[src/rtl/ads41_idelay_cal.sv]
// Automatic IDELAY calibration for one ADS41 capture channel: sweeps every
// data lane through all 32 taps against a known test pattern, loads the
// centre of the widest passing window, then loads a fixed tap into OVR.
module ads41_idelay_cal #(
   parameter int unsigned      NBITS         = 12,
   parameter logic [NBITS-1:0] PATTERN       = 12'hAAA,
   parameter bit               TOGGLE        = 1'b1,
   parameter int unsigned      SETTLE_CYCLES = 64,
   parameter int unsigned      CHECK_SAMPLES = 256,
   parameter int unsigned      MIN_EYE       = 4,
   parameter int unsigned      DEFAULT_TAP   = 8,
   parameter int unsigned      OVR_TAP       = 8
) (
   input  logic                      clk,
   input  logic                      rst,
   input  logic                      start,
   input  logic [NBITS-1:0]          d_in,
   output logic [31:0]               idelay_val,
   output logic [15:0]               idelay_ctrl,
   output logic                      busy,
   output logic                      done,
   output logic [NBITS/2-1:0]        lane_fail,
   output logic [5*(NBITS/2)-1:0]    tap_report
);

   localparam int unsigned NL   = NBITS / 2;
   localparam int unsigned LW   = (NL > 1) ? $clog2(NL) : 1;
   localparam int unsigned CMAX = (SETTLE_CYCLES > CHECK_SAMPLES) ? SETTLE_CYCLES : CHECK_SAMPLES;
   localparam int unsigned CW   = $clog2(CMAX + 1);

   typedef enum logic [3:0] {
      IDLE, LOAD, SETTLE, CHECK, NEXT_TAP, CENTER, FINAL_LOAD, NEXT_LANE, OVR_LOAD, DONE
   } state_t;

   state_t              state_q, state_d;
   logic [4:0]          tap_q, tap_d;
   logic [LW-1:0]       lane_q, lane_d;
   logic [CW-1:0]       cnt_q, cnt_d;
   logic                pass_q, pass_d;
   logic [1:0]          prev_q, prev_d;
   logic [5:0]          cur_len_q, cur_len_d;
   logic [4:0]          cur_start_q, cur_start_d;
   logic [5:0]          best_len_q, best_len_d;
   logic [4:0]          best_start_q, best_start_d;
   logic [4:0]          final_q, final_d;
   logic [4:0]          val_hold_q, val_hold_d;
   logic                busy_q, busy_d;
   logic                done_q, done_d;
   logic [NL-1:0]       lane_fail_q, lane_fail_d;
   logic [5*NL-1:0]     tap_report_q, tap_report_d;

   logic [1:0]          lane_bits, exp_bits;
   logic                sample_ok;
   logic [5:0]          new_len;
   logic [4:0]          new_start;
   logic [5:0]          centre_sum;
   logic [4:0]          val_out;

   // State and datapath registers; reset returns every output to zero.
   always_ff @(posedge clk or posedge rst) begin
      if (rst) begin
         state_q      <= IDLE;
         tap_q        <= '0;
         lane_q       <= '0;
         cnt_q        <= '0;
         pass_q       <= 1'b0;
         prev_q       <= '0;
         cur_len_q    <= '0;
         cur_start_q  <= '0;
         best_len_q   <= '0;
         best_start_q <= '0;
         final_q      <= '0;
         val_hold_q   <= '0;
         busy_q       <= 1'b0;
         done_q       <= 1'b0;
         lane_fail_q  <= '0;
         tap_report_q <= '0;
      end else begin
         state_q      <= state_d;
         tap_q        <= tap_d;
         lane_q       <= lane_d;
         cnt_q        <= cnt_d;
         pass_q       <= pass_d;
         prev_q       <= prev_d;
         cur_len_q    <= cur_len_d;
         cur_start_q  <= cur_start_d;
         best_len_q   <= best_len_d;
         best_start_q <= best_start_d;
         final_q      <= final_d;
         val_hold_q   <= val_hold_d;
         busy_q       <= busy_d;
         done_q       <= done_d;
         lane_fail_q  <= lane_fail_d;
         tap_report_q <= tap_report_d;
      end
   end

   // Select the rising/falling bit pair of the lane under test and grade the sample.
   always_comb begin
      lane_bits = '0;
      exp_bits  = '0;
      for (int unsigned l = 0; l < NL; l++) begin
         if (lane_q == LW'(l)) begin
            lane_bits = d_in[2*l +: 2];
            exp_bits  = PATTERN[2*l +: 2];
         end
      end
      sample_ok = (lane_bits == exp_bits) || (lane_bits == ~exp_bits);
      if (TOGGLE && (cnt_q != '0) && (lane_bits == prev_q))
         sample_ok = 1'b0;
   end

   // Load bus: tap value shown during load cycles, otherwise the last value held.
   always_comb begin
      val_out     = val_hold_q;
      idelay_ctrl = '0;
      case (state_q)
         LOAD: begin
            val_out = tap_q;
            for (int unsigned l = 0; l < NL; l++)
               if (lane_q == LW'(l)) idelay_ctrl[l] = 1'b1;
         end
         FINAL_LOAD: begin
            val_out = final_q;
            for (int unsigned l = 0; l < NL; l++)
               if (lane_q == LW'(l)) idelay_ctrl[l] = 1'b1;
         end
         OVR_LOAD: begin
            val_out         = 5'(OVR_TAP);
            idelay_ctrl[NL] = 1'b1;
         end
         default: ;
      endcase
      val_hold_d = val_out;
   end

   // Next-state logic: tap sweep, run tracking, centring and lane sequencing.
   always_comb begin
      state_d      = state_q;
      tap_d        = tap_q;
      lane_d       = lane_q;
      cnt_d        = cnt_q;
      pass_d       = pass_q;
      prev_d       = prev_q;
      cur_len_d    = cur_len_q;
      cur_start_d  = cur_start_q;
      best_len_d   = best_len_q;
      best_start_d = best_start_q;
      final_d      = final_q;
      busy_d       = busy_q;
      done_d       = done_q;
      lane_fail_d  = lane_fail_q;
      tap_report_d = tap_report_q;

      new_len    = cur_len_q + 6'd1;
      new_start  = (cur_len_q == '0) ? tap_q : cur_start_q;
      centre_sum = {1'b0, best_start_q} + {1'b0, best_len_q[5:1]};

      case (state_q)
         IDLE: begin
            if (start) begin
               done_d       = 1'b0;
               busy_d       = 1'b1;
               lane_fail_d  = '0;
               tap_report_d = '0;
               lane_d       = '0;
               tap_d        = '0;
               cnt_d        = '0;
               cur_len_d    = '0;
               cur_start_d  = '0;
               best_len_d   = '0;
               best_start_d = '0;
               state_d      = LOAD;
            end
         end
         LOAD: begin
            cnt_d   = '0;
            state_d = SETTLE;
         end
         SETTLE: begin
            if (cnt_q == CW'(SETTLE_CYCLES - 1)) begin
               cnt_d   = '0;
               state_d = CHECK;
            end else begin
               cnt_d = cnt_q + 1'b1;
            end
         end
         CHECK: begin
            pass_d = (cnt_q == '0) ? sample_ok : (pass_q & sample_ok);
            prev_d = lane_bits;
            if (cnt_q == CW'(CHECK_SAMPLES - 1)) begin
               cnt_d   = '0;
               state_d = NEXT_TAP;
            end else begin
               cnt_d = cnt_q + 1'b1;
            end
         end
         NEXT_TAP: begin
            if (pass_q) begin
               cur_len_d   = new_len;
               cur_start_d = new_start;
               // Strictly greater, so an equal later run never displaces the earlier one.
               if (new_len > best_len_q) begin
                  best_len_d   = new_len;
                  best_start_d = new_start;
               end
            end else begin
               cur_len_d = '0;
            end
            if (tap_q != 5'd31) begin
               tap_d   = tap_q + 5'd1;
               state_d = LOAD;
            end else begin
               state_d = CENTER;
            end
         end
         CENTER: begin
            if (best_len_q >= 6'(MIN_EYE)) begin
               final_d = (centre_sum > 6'd31) ? 5'd31 : centre_sum[4:0];
            end else begin
               final_d = 5'(DEFAULT_TAP);
               for (int unsigned l = 0; l < NL; l++)
                  if (lane_q == LW'(l)) lane_fail_d[l] = 1'b1;
            end
            state_d = FINAL_LOAD;
         end
         FINAL_LOAD: begin
            for (int unsigned l = 0; l < NL; l++)
               if (lane_q == LW'(l)) tap_report_d[5*l +: 5] = final_q;
            cur_len_d    = '0;
            cur_start_d  = '0;
            best_len_d   = '0;
            best_start_d = '0;
            state_d      = NEXT_LANE;
         end
         NEXT_LANE: begin
            if (lane_q != LW'(NL - 1)) begin
               lane_d  = lane_q + 1'b1;
               tap_d   = '0;
               state_d = LOAD;
            end else begin
               state_d = OVR_LOAD;
            end
         end
         OVR_LOAD: begin
            done_d  = 1'b1;
            busy_d  = 1'b0;
            state_d = DONE;
         end
         DONE: begin
            state_d = IDLE;
         end
         default: state_d = IDLE;
      endcase
   end

   assign idelay_val = {27'd0, val_out};
   assign busy       = busy_q;
   assign done       = done_q;
   assign lane_fail  = lane_fail_q;
   assign tap_report = tap_report_q;

endmodule

[config.mk]
export PLATFORM = sky130hd
export DESIGN_NAME = ads41_idelay_cal
export DESIGN_NICKNAME = d
export VERILOG_FILES = /design/src/rtl/ads41_idelay_cal.sv
export SDC_FILE = /design/constraint.sdc
export NUM_CORES = 1
export LEC_CHECK = 0
export CAP_MARGIN = 20
export CORE_MARGIN = 3
export CORE_UTILIZATION = 45
export CTS_BUF_LIST = sky130_fd_sc_hd__clkbuf_4 sky130_fd_sc_hd__clkbuf_8
export CTS_CLUSTER_DIAMETER = 60
export DETAILED_ROUTE_END_ITERATION = 6
export PLACE_DENSITY = 0.68
export SYNTH_ARGS = -nofsm -noshare
export SYNTH_HDL_FRONTEND = slang
export SYNTH_SLANG_ARGS = --single-unit
[constraint.sdc]
create_clock -name clk -period 3.27 [get_ports clk]
set_input_delay 0.4905 -clock clk [delete_from_list [all_inputs] [get_ports clk]]
set_output_delay 0.4905 -clock clk [all_outputs]
set_load 0.02 [all_outputs]
==> results of run 1 <==
==> per-layer routing <==
| layer | global-route usage [%] | vias to the layer above |
|---|---|---|
| li1 | - | 1918 |
| met1 | 27.4 | 1982 |
| met2 | 30.2 | 97 |
| met3 | 4.23 | 5 |
| met4 | 3.17 | 0 |
| met5 | 0 | - |
==> cells in the mapped netlist, drive strengths merged (3+ instances only) <==
| cell type | n | share of area [%] |
|---|---|---|
| dfrtp | 94 | 44 |
| nand2 | 55 | 4.0 |
| buf | 45 | 6.4 |
| nor2 | 33 | 2.4 |
| o21ai | 32 | 3.2 |
| mux2 | 30 | 6.4 |
| inv | 29 | 2.0 |
| ha | 24 | 5.7 |
| a22o | 16 | 2.6 |
| a21oi | 15 | 1.8 |
| nand3 | 15 | 1.4 |
| nor3 | 13 | 1.6 |
| a21o | 10 | 1.4 |
| and2 | 9 | 1.1 |
| mux2i | 8 | 1.5 |
| nand2b | 7 | 0.82 |
| a221o | 6 | 1.1 |
| and3 | 5 | 0.59 |
| o31ai | 5 | 0.80 |
| xnor2 | 5 | 0.82 |
| a31oi | 4 | 0.47 |
| clkbuf | 4 | 0.31 |
| nor2b | 4 | 0.47 |
| nor4 | 4 | 0.47 |
| o32ai | 4 | 0.66 |
| a211oi | 3 | 0.42 |
| xor2 | 3 | 0.49 |
==> through the flow <==
stage | total power (uW) | setup WS, ns | hold WS [ns]
after detailed placement | 1270 | 0.457 | 0.467
final | 2000 | 0.170 | 0.493
after floorplan | 1280 | 0.331 | 0.463
after CTS | 2020 | 0.0389 | 0.493
after global routing | 2070 | 0.0193 | 0.513
after global placement | 1270 | 0.538 | 0.469
==> state kept, by name, indices dropped and copies added (netlist names), 5 cells and up <==
name	cells
tap_report	30
cnt_q	9
best_len_q	6
cur_len_q	6
lane_fail	6
best_start_q	5
cur_start_q	5
final_q	5
tap_q	5
val_hold_q	5
==> what timing repair did <==
action | 4_1_cts | 5_1_grt
setup buffers | 0 | 0
setup endpoints to repair | 0 | 9
gates resized for setup | 0 | 2
hold buffers | 0 | 0
==> cells by family after synthesis <==
| logic type | after synthesis | share of synthesized area, % |
|---|---|---|
| AO/OA/AOI/OAI | 116 | 16.2 |
| XOR/XNOR | 8 | 1.32 |
| adder cells (fa/ha/maj) | 25 | 6.03 |
| buffers and inverters | 78 | 8.72 |
| flip-flops | 94 | 44.3 |
| multiplexers | 38 | 7.87 |
| other | 1 | 0.0706 |
| AND/OR/NAND/NOR | 160 | 15.5 |
==> report_power, final <==
part,switching (uW),internal [uW]
clock network,457,293
logic,66.4,21.7
registers,0,1160
total,523,1480
==> how the worst max path moves through the flow <==
| stage | startpoint | endpoint | slack, ns | cells past startpoint |
|---|---|---|---|---|
| after floorplan | rst | best_len_q[0] | 0.33 | 1 |
| after global placement | state_q[0] | idelay_val[0] | 0.54 | 5 |
| after detailed placement | state_q[0] | idelay_val[1] | 0.46 | 5 |
| after CTS | state_q[0] | idelay_val[1] | 0.04 | 5 |
| after global routing | state_q[0] | idelay_val[0] | 0.02 | 5 |
| final | state_q[0] | idelay_val[1] | 0.17 | 5 |
==> cell type report <==
class | count | share of cell area, %
clock buffers | 9 | 2.01
clock inverters | 7 | 0.974
inverters | 29 | 1.79
multi-input cells | 383 | 42.7
flip-flops and latches | 94 | 38.1
well taps | 143 | 2.90
repair buffers | 71 | 11.4
==> summary.txt, run 1 <==
Status: completed
Final Cycle Share: 94.8%
Family with the most delay on the worst path: simple AND/OR/NAND/NOR gates
Yosys warns: 0
CTS tree: yes
Yosys reg bits: 94
Final hold violations: 0
Syn-to-layout area delta: 16.1%
PD cells: 324 nW/um^2
Final Net Count: 628
Reg area: 2350 sq um
Placeable Area: 11500 sq um
Post-Place Cells: 720
FP Rows: 39
Multi-input logic area: 2640 sq um
Ports: 101
CP Buf/Inv Count: 1
CTS Sinks: 94
Inserted Clock Buffers: 9
Port bufs: 64
Global-route wire length before repair: 20100 um
Fmax: 323 MHz
Post-synthesis async set-or-reset flop share: 100%
Initial core utilization: 46.3%
Skew-Pair Late Insertion Delay: 0.37 ns
Total track usage: 19.1%
Setup TNS: 0 ns
Largest net degree at the start of global routing: 54
Worst Tran Pin Value: 0.743 ns
Hold path startpoint: done
Via count: 4002
Post-DRT Antenna Nets: 0
Post-synth EDFFs: 0
Register-to-register setup slack: 0.70 ns
CP required: 2.78 ns
Die area: 13100 sq um
Placement Cell Area: 5970 sq um
Routed met3 length: 462 um
# fillers: 1026
Final setup viols: 0
Top sig layer: met4
Max Slew Vio Count: 0
CTS root buf: clkbuf_8
Die Width: 115 um
Clock Skews: 0.0119 ns
R2r worst-path depth: 8
Mapped cell area: 5310 sq um
Congestion Overflow GR: 0
GPL Wtd Cong: 0.852
Critical path class: flop to output pin
CP Capture Type: output pin
Reg clk slew, reported paths: 0.10 ns
Max incr delay on CP: 0.61 ns
Most common cell after layout, fill and taps aside: dfrtp_1
Vias per cell: 5.44
CP arrival: 2.61 ns
Post-Syn Instances: 520
WHS Path Cells: 1
Layout cell share with drive strength beyond 1: 12.8%
RSZ-0062 raised after global routing: no
Netlist cell types: 67
Hold Path Class: flop to flop
DRT Pass-1 Iters: 6
Final non-filler cell area: 6170 sq um
Rel. slew slack: 50.4%
Leakage power: 0.00285 uW
Reg-to-Reg Start: cur_len_q[0]
Antenna cells: 0
Mean routed wirelength per cell: 16.7 um
H-tree Lvls: 3
Initial DRC Count: 281
DRC Markers: 0
Die height: 115 um
Mean Syn Cell Area: 10.2 sq um
Max Buffers Root-to-Sink: 2
CP Cell Sequence: or2_2 > nor2_2 > and2_1 > a221o_1 > clkdlybuf4s50_1
Max-cap viol count: 0
Critical-path top delay cell: clkdlybuf4s50_1
Post-route minimum period: 3.10 ns
Final WL: 12300 um
Worst VDD drop: 0.309 mV
WL met1: 5920 um
Worst setup SP type: flop
Number of global-route vias before repair: 3936
Post-Layout Cell Count: 736
Routed wl met2: 5850 um
Register area share after synthesis: 44.3%
Final core utilization: 53.8%
Most frequent cells in the layout: dfrtp_1, clkdlybuf4s50_1, nand2_1, conb_1, nor2_1
Main flop type after synthesis: dfrtp_1
HPWL Detailed: 9350 um
Initial antenna violation count: 0
RR Endpoint: best_start_q[4]
Critical path peak fanout: 11
Min-Delay Endpoint: done
No activity file was read; power rests on OpenSTA's default activity.
==> run 2, diff against run 1 <==
Settings changed: CORE_UTILIZATION 45 to 58, PLACE_DENSITY 0.68 to 0.85.
Clock period 3.27 ns to 3.9 ns, I/O delays scaled along.
==> summary.txt, run 2 (same netlist as run 1, synthesis figures left out) <==
Hold Buf Count CTS: 0 (unchanged)
Number of global-route vias before repair: 4035 (was 3936)
Final non-filler cell area: 6080 sq um (was 6170 sq um)
Final WL: 12200 um (was 12300 um)
# fillers: 663 (was 1026)
Max-cap viol count: 0 (unchanged)
Most common cell after layout, fill and taps aside: dfrtp_1 (unchanged)
CTS root buf: clkbuf_8 (unchanged)
CP arrival: 3.01 ns (was 2.61 ns)
CTS Sinks: 94 (unchanged)
Family with the most delay on the worst path: simple AND/OR/NAND/NOR gates (unchanged)
Placeable Area: 8810 sq um (was 11500 sq um)
Vias per cell: 5.85 (was 5.44)
Worst VDD drop: 0.191 mV (was 0.309 mV)
Skew-Pair Late Insertion Delay: 0.36 ns (was 0.37 ns)
DRC Markers: 0 (unchanged)
Inserted Clock Buffers: 9 (unchanged)
Syn-to-layout area delta: 14.4% (was 16.1%)
Initial core utilization: 60.3% (was 46.3%)
R2r worst-path depth: 8 (unchanged)
Initial DRC Count: 355 (was 281)
Post-route minimum period: 3.59 ns
Register-to-register setup slack: 1.19 ns (was 0.70 ns)
WHS Path Cells: 1 (unchanged)
Worst setup SP type: flop (unchanged)
CTS tree: yes (unchanged)
Fin worst setup slack: 0.307 ns (was 0.170 ns)
Critical path peak fanout: 18 (was 11)
Final hold violations: 0 (unchanged)
Final Net Count: 623 (was 628)
Placement Cell Area: 5890 sq um (was 5970 sq um)
Setup Buffers After CTS: 0 (unchanged)
Total track usage: 24.5% (was 19.1%)
Max Buffers Root-to-Sink: 2 (unchanged)
Ports: 101 (unchanged)
Clock Skews: 0.00779 ns (was 0.0119 ns)
Most frequent cells in the layout: dfrtp_1, clkdlybuf4s50_1, nand2_1, conb_1, nor2_1 (unchanged)
Antenna cells: 0 (unchanged)
DRT Pass-1 Iters: 5 (was 6)
Die height: 102 um (was 115 um)
Most frequent CP cell: nand2_1
Critical path class: flop to output pin (unchanged)
Final Cycle Share: 92.1%
Reg clk slew, reported paths: 0.10 ns (about the same)
H-tree Lvls: 3 (unchanged)
Final core utilization: 69.0% (was 53.8%)
Fmax: 278 MHz
Hold path startpoint: done (unchanged)
Port bufs: 64 (unchanged)
Hold_ws: 0.486 ns (was 0.493 ns)
Leakage power: 0.00283 uW (was 0.00285 uW)
Initial antenna violation count: 0 (unchanged)
Largest net degree at the start of global routing: 95 (was 54)
Max reg flops: 30 (unchanged)
Pre-CTS WS: 0.768 ns (was 0.457 ns)
Status: completed (unchanged)
CP required: 3.31 ns (was 2.78 ns)
Max incr delay on CP: 0.77 ns (was 0.61 ns)
Layout cell share with drive strength beyond 1: 11.9% (was 12.8%)
Max Slew Vio Count: 0 (unchanged)
Via count: 4075 (was 4002)
Mean routed wirelength per cell: 17.5 um (was 16.7 um)
Worst Tran Pin Value: 0.696 ns (was 0.743 ns)
HPWL Detailed: 9080 um (was 9350 um)
Rel. slew slack: 53.4% (was 50.4%)
Setup TNS: 0 ns (unchanged)
# resized after CTS: 0 (unchanged)
RSZ-0062 raised after global routing: no (unchanged)
Min-Delay Endpoint: done (unchanged)
Critical-path top delay cell: dfrtp_1 (was clkdlybuf4s50_1)
CP Buf/Inv Count: 1 (unchanged)
Congestion Overflow GR: 0 (unchanged)
Global-route wire length before repair: 19800 um (was 20100 um)
RR Endpoint: best_start_q[1] (was best_start_q[4])
Die Width: 102 um (was 115 um)
Reg-to-Reg Start: cur_len_q[0] (unchanged)
Final setup viols: 0 (unchanged)
PD cells: 273 nW/um^2 (was 324 nW/um^2)
GPL Wtd Cong: 0.932 (was 0.852)
CP Cell Sequence: nand2_1 > nor2_1 > and2_1 > a211oi_1 > nand2_1 > clkdlybuf4s50_1 (was or2_2 > nor2_2 > and2_1 > a221o_1 > clkdlybuf4s50_1)
Post-DRT Antenna Nets: 0 (unchanged)
CP Capture Type: output pin (unchanged)
FP Rows: 34 (was 39)
Die area: 10300 sq um (was 13100 sq um)
Hold Path Class: flop to flop (unchanged)
==> run 2: worst register-to-register path, stage by stage (launching register included) <==
cell	delay, ns
dfrtp_1	0.51
ha_1	0.29
nand3_1	0.11
xnor2_1	0.19
ha_1	0.28
a21o_1	0.18
a21o_1	0.23
o211ai_1	0.59
mux2i_1	0.26
==> run 2: metal layers <==
layer | vias up | global-route usage, % | part of all wire (%)
li1 | 1911 | - | -
met1 | 1990 | 33.1 | 43
met2 | 152 | 40.0 | 49
met3 | 22 | 3.17 | 5.1
met4 | 0 | 10.0 | 2.7
met5 | - | 0 | 0
==> run 2: cell type report <==
class / instances / area [sq um] / share of cell area [%]
Multi-Input combinational cell: 383 / 2630 / 43.2
Clock buffer: 10 / 131 / 2.16
Sequential cell: 94 / 2350 / 38.7
Timing Repair Buffer: 66 / 668 / 11.0
Clock inverter: 6 / 53.8 / 0.885
Inverter: 29 / 110 / 1.81
Tap cell: 108 / 135 / 2.22
==> run 2: worst max-delay path by stage <==
stage	startpoint	to	slack [ns]	cells past startpoint
CTS	state_q[2]	idelay_val[3]	0.34	6
detailed placement	state_q[2]	idelay_val[3]	0.77	6
floorplan	rst	best_len_q[0]	0.87	1
global route	state_q[2]	idelay_val[3]	0.16	6
finish	state_q[2]	idelay_val[3]	0.31	6
global placement	state_q[0]	idelay_val[3]	0.91	6
==> run 2: report_power, final <==
group / internal, uW / leakage (uW) / total, uW / switching, uW
logic: 17.6 / 0.00154 / 72.3 / 54.7
registers: 974 / 0.00119 / 974 / 0
clock network: 250 / 0.0000928 / 611 / 361
==> run 2: through the flow <==
step / instances / power (uW)
global placement: 680 / 1070
floorplan: 555 / 1070
CTS: 696 / 1670
detailed placement: 680 / 1070
finish: 696 / 1660
global route: 696 / 1720
==> run 3, diff against run 2 <==
Settings changed: ABC_CLOCK_PERIOD_IN_PS set to 3900.
==> results of run 3 <==
No change in the layout: final DEF, timing and power equal those of run 2.
